--- src/rtl/alu_pkg.sv ---
// Shared ALU definitions: datapath widths, opcode encodings and the queued command payload.
package alu_pkg;

  localparam int unsigned DATA_W = 8;
  localparam int unsigned OPC_W  = 3;

  typedef enum logic [OPC_W-1:0] {
    OPC_ADD = 3'b000,
    OPC_SUB = 3'b001,
    OPC_AND = 3'b010,
    OPC_OR  = 3'b011,
    OPC_XOR = 3'b100,
    OPC_SHL = 3'b101,
    OPC_SHR = 3'b110,
    OPC_SLT = 3'b111
  } opc_e;

  // Opcode is carried as raw bits so every encoding passes through untouched.
  typedef struct packed {
    logic [OPC_W-1:0]  opcode;
    logic [DATA_W-1:0] a;
    logic [DATA_W-1:0] b;
  } cmd_t;

endpackage

--- src/rtl/alu_cmd_fifo.sv ---
// Command storage for alu_cmd_queue: DEPTH-entry circular buffer with wrapping
// pointers and an occupancy counter. Storage is not reset; only control state is.
module alu_cmd_fifo
  import alu_pkg::*;
#(
  parameter  int unsigned DEPTH = 4,
  localparam int unsigned AW    = $clog2(DEPTH),
  localparam int unsigned LW    = AW + 1
) (
  input  logic          clk,
  input  logic          rst_n,
  input  logic          push,
  input  logic          pop,
  input  cmd_t          wdata,
  output cmd_t          rdata,
  output logic [LW-1:0] level
);

  logic [AW-1:0] wr_ptr;
  logic [AW-1:0] rd_ptr;
  logic [LW-1:0] count;
  logic          push_ok;
  logic          pop_ok;
  cmd_t          mem [DEPTH];

  // Local guards keep the counter inside 0..DEPTH whatever the caller does.
  assign push_ok = push && (count != LW'(DEPTH));
  assign pop_ok  = pop && (count != '0);

  always_ff @(posedge clk) begin
    if (push_ok) begin
      mem[wr_ptr] <= wdata;
    end
  end

  // DEPTH is a power of two, so natural pointer overflow is the modulo wrap.
  always_ff @(posedge clk or negedge rst_n) begin
    if (!rst_n) begin
      wr_ptr <= '0;
      rd_ptr <= '0;
      count  <= '0;
    end else begin
      if (push_ok) begin
        wr_ptr <= wr_ptr + AW'(1);
      end
      if (pop_ok) begin
        rd_ptr <= rd_ptr + AW'(1);
      end
      case ({push_ok, pop_ok})
        2'b10:   count <= count + LW'(1);
        2'b01:   count <= count - LW'(1);
        default: count <= count;
      endcase
    end
  end

  assign rdata = mem[rd_ptr];
  assign level = count;

endmodule

--- src/rtl/alu_cmd_queue.sv ---
// Valid/ready command queue in front of the ALU. Define ALU_CMD_BYPASS_EN to let a
// command reach the ALU in the same cycle when the queue is empty and the ALU is ready.
module alu_cmd_queue
  import alu_pkg::*;
#(
  parameter  int unsigned DEPTH = 4,
  localparam int unsigned AW    = $clog2(DEPTH),
  localparam int unsigned LW    = AW + 1
) (
  input  logic              clk,
  input  logic              rst_n,
  input  logic              in_valid,
  output logic              in_ready,
  input  logic [DATA_W-1:0] in_a,
  input  logic [DATA_W-1:0] in_b,
  input  logic [OPC_W-1:0]  in_opcode,
  output logic              out_valid,
  input  logic              out_ready,
  output logic [DATA_W-1:0] a,
  output logic [DATA_W-1:0] b,
  output logic [OPC_W-1:0]  opcode,
  output logic [LW-1:0]     level
);

  cmd_t in_cmd;
  cmd_t head;
  cmd_t out_cmd;
  logic empty;
  logic bypass;
  logic push;
  logic pop;

  assign in_cmd = '{opcode: in_opcode, a: in_a, b: in_b};
  assign empty  = (level == '0);

  // in_ready depends on the registered level only, never on out_ready.
  assign in_ready = (level != LW'(DEPTH));

`ifdef ALU_CMD_BYPASS_EN
  assign bypass = empty && in_valid && out_ready;
`else
  assign bypass = 1'b0;
`endif

  // A bypassed command goes straight to the ALU and is never stored.
  assign push      = in_valid && in_ready && !bypass;
  assign pop       = !empty && out_ready;
  assign out_valid = !empty || bypass;

  alu_cmd_fifo #(
    .DEPTH (DEPTH)
  ) u_fifo (
    .clk   (clk),
    .rst_n (rst_n),
    .push  (push),
    .pop   (pop),
    .wdata (in_cmd),
    .rdata (head),
    .level (level)
  );

  // Head entry when occupied, live input while bypassing, zeros otherwise.
  always_comb begin
    out_cmd = '0;
    if (!empty) begin
      out_cmd = head;
    end else if (bypass) begin
      out_cmd = in_cmd;
    end
  end

  assign a      = out_cmd.a;
  assign b      = out_cmd.b;
  assign opcode = out_cmd.opcode;

endmodule

--- config.mk ---
export PLATFORM = sky130hd
export DESIGN_NAME = alu_cmd_queue
export DESIGN_NICKNAME = d
export VERILOG_FILES = /design/src/rtl/alu_pkg.sv /design/src/rtl/alu_cmd_fifo.sv /design/src/rtl/alu_cmd_queue.sv
export SDC_FILE = /design/constraint.sdc
export NUM_CORES = 1
export LEC_CHECK = 0
export ABC_AREA = 0
export ABC_CLOCK_PERIOD_IN_PS = 2100
export BUFFER_PORTS_ARGS = -buffer_cell sky130_fd_sc_hd__buf_4
export CORE_MARGIN = 1.5
export CORE_UTILIZATION = 30
export CTS_CLUSTER_DIAMETER = 120
export DETAILED_ROUTE_END_ITERATION = 10
export SLEW_MARGIN = 20
export SYNTH_ARGS = -nofsm -noshare
export SYNTH_HDL_FRONTEND = slang
export SYNTH_HIERARCHICAL = 1
export SYNTH_SLANG_ARGS = --single-unit
--- constraint.sdc ---
create_clock -name clk -period 2.1 [get_ports clk]
set_input_delay 0.21 -clock clk [delete_from_list [all_inputs] [get_ports clk]]
set_output_delay 0.21 -clock clk [all_outputs]
set_load 0.03 [all_outputs]
==> results by group <==
Run status
  • Status: finished, final reports clean

Drt
  • Routed wl met2: approximately 3.0 mm
  • DRT iter0 DRCs: 95
  • DR vias: around 1700
  • DR WL/cell: around 16 um
  • Drt pass-1 iters: 4
  • Post-route ant nets: 0
  • DR top layer: met4
  • Drc violations: 0
  • DRT Wirelength: between 6 and 7 mm
  • Met3 wire length: roughly 240 um
  • Drt via density: 4.41
  • M1 wire length: 2.65 mm

Timing
  • Final hold violations: 0
  • Post-layout min period: approximately 2.0 ns
  • F_max: between 400 and 500 MHz
  • RSZ-0062 raised after global routing: true
  • Min setup slack post-route: around 0.077 ns
  • Clock Skew: between 0.01 and 0.015 ns
  • Part of the cycle the worst path needs: 96.3%
  • Slew Limit Fails: 0
  • Finish-stage setup viols: 0
  • Worst rel slew slack: between 80% and 90%
  • Worst Max-Slew Pin Slew: 0.272 ns

GRT
  • Initial antenna violation count: 0
  • Largest net degree at the start of global routing: 21
  • Gr ovfl total: 0
  • Global-route wire length before repair: slightly above 9 mm
  • Vias in the first global route: about 1700
  • GRT Total Usage: 10.9%

Power and ir drop
  • Worst vdd ir: roughly 0.00083 V
  • LEAKAGE: roughly 0.0015 uW
  • Cell Pwr Density: 1560 mW/mm2

Clocking
  • TritonCTS clock tree: done
  • Clock-pin slew on the worst setup and hold paths: about 0.09 ns
  • Clk buf depth: 2
  • TritonCTS Buffers: 9
  • CTS sink count: just over 80
  • H-tree levels: 3
  • Root buffer cell: clkbuf_8
  • Worst skew pair latency: roughly 0.35 ns

Synth
  • Synth area leader: edfxtp_1
  • Synth Register Bits: between 80 and 90
  • Top cells by area, synth: edfxtp_1 (68%), mux4_2 (12%), dfrtp_1 (5.3%)
  • Yosys Warn Count: 6
  • Top-area cell type share of the netlist area: about two thirds
  • Sequential share of the synthesized area: 73.7%
  • Mapped Nets: around 190
  • Post-synthesis cell type count: 22
  • Mapped cell area: ~0.0033 mm2
  • Synthesized instance count: 162
  • Syn avg cell area: about 20 um2

Floorplanning
  • Core area: around 0.011 mm2
  • I/O Pins: 47
  • Die W: approximately 110 um
  • FP Rows: 38
  • Die Y: 108 um
  • Die area: roughly 0.012 mm2
  • Initial Util: about 31%

Worst setup path
  • Critical path, cell by cell: buf_12, mux4_2, nor2b_1, buf_4
  • Worst setup SP type: flip-flop
  • Worst EP required: ~1.9 ns
  • Arrival time at the worst endpoint: 1.81 ns
  • Critical Path Fanout Max: 8
  • Crit path kind: reg2out
  • Worst path slowest cell: mux4_2
  • Crit path largest cell delay: about 0.48 ns
  • Worst setup EP type: output port

Job
  • Max-cap violations: 0

Layout
  • Footprint of the multi-input gates: approximately 810 um2
  • Register area: between 0.002 and 0.0025 mm2
  • Fill cells: just over 1000
  • Area Overhead vs Synth: 27.9%
  • Final #Nets: between 200 and 300
  • Fin util: 39.3%
  • ANT cells: 0
  • Layout cells sized above 1: 45.6%

Placed design
  • GP Congestion: ~0.66
  • I/O Buffers: between 40 and 50
  • Pre-CTS WS: approximately 0.082 ns
  • DP HPWL: roughly 3.7 mm

Worst hold path
  • Hold Path Class: in2reg
-- layout make-up --
type	count	share of cell area, %
clock buffer	9	2.90
clock inverter	7	1.94
inverter	8	0.704
multi-input combinational	65	18.9
sequential	83	57.7
tap	140	4.11
timing repair buffer	65	13.7
-- state kept, by name, summed over array words and instances (netlist names) --
| register | cells |
|---|---|
| u_fifo/rd_ptr | 2 |
| u_fifo/level | 3 |
| u_fifo/mem | 76 |
| u_fifo/wr_ptr | 2 |
-- power by group --
| group | switching, uW | total [uW] | internal [uW] |
|---|---|---|---|
| sequential | 148 | 2370 | 2220 |
| clock | 598 | 1160 | 567 |
| combinational | 1680 | 3130 | 1440 |
| total | 2430 | 6660 | 4230 |
-- worst paths after layout --
path | cells after the start | slack, ns | end | from
max in group asynchronous | 2 | 1.76 | u_fifo/rd_ptr[0] | rst_n
min | 1 | 0.05 | u_fifo/mem[0][10] | in_a[2]
min in group asynchronous | 2 | 0.20 | u_fifo/level[0] | rst_n
max | 4 | 0.08 | opcode[2] | u_fifo/rd_ptr[0]
max reg2reg | 10 | 0.11 | u_fifo/level[2] | u_fifo/level[0]
min reg2reg | 1 | 0.58 | u_fifo/level[2] | u_fifo/level[2]
-- cell usage after synthesis, drive strengths merged --
cell	count
o31a	1
mux4	19
fa	1
nor2b	20
nor3	1
mux2	1
ha	5
a31oi	1
dfrtp	7
xor2	3
a21boi	1
inv	8
edfxtp	76
buf	6
and2	4
nor2	2
nand2	2
xnor2	3
mux2i	1
-- stage by stage --
stage	setup TNS [ns]	std cells	power (uW)	area (um2)	hold slack, ns
after floorplan	0	162	4310	3340	-0.0856
final	0	377	6660	4270	0.0548
after global placement	0	352	5320	3940	0.0372
after CTS	0	369	6540	4170	0.0417
after detailed placement	0	352	5350	3940	0.0349
after global routing	-0.0351	377	7020	4270	0.0351
-- critical path, delay by kind of cell, from the launching register on --
family | cells | cell delay (ns)
mux | 1 | 0.48
buf+inv | 2 | 0.36
flops | 1 | 0.46
simple gates | 1 | 0.17
-- logic make-up after synthesis --
family	after synthesis	synth area share, %
flip-flops	83	73.7
AND/OR/NAND/NOR	29	5.25
multiplexers	21	13.6
buffers and inverters	14	2.33
XOR/XNOR	6	1.58
adder cells (fa/ha/maj)	6	2.48
AO/OA/AOI/OAI	3	1.13
-- routing by layer --
layer	track usage, %	vias to the layer above
met4	5.36	0
met1	13.7	852
met2	17.4	37
li1	-	762
met5	0	-
met3	2.83	11
-- cells in the final DEF, fill, tap and decap left out, types with 3 or more instances in the layout --
master     n
edfxtp_1  76
buf_4     57
nor2b_1   20
mux4_2    19
clkbuf_8   9
inv_1      8
buf_12     6
and2_1     4
ha_1       4
dfrtp_2    4
xnor2_1    3
xor2_1     3
dfrtp_1    3
-- repair_timing --
item	in CTS	in global routing
hold buffers	1	0
gates resized for setup	2	8
gates cloned	0	1
endpoints found under the hold margin	7	0
buffers inserted	0	7
setup endpoints to repair	2	10
(Power assumes the default switching activity.)
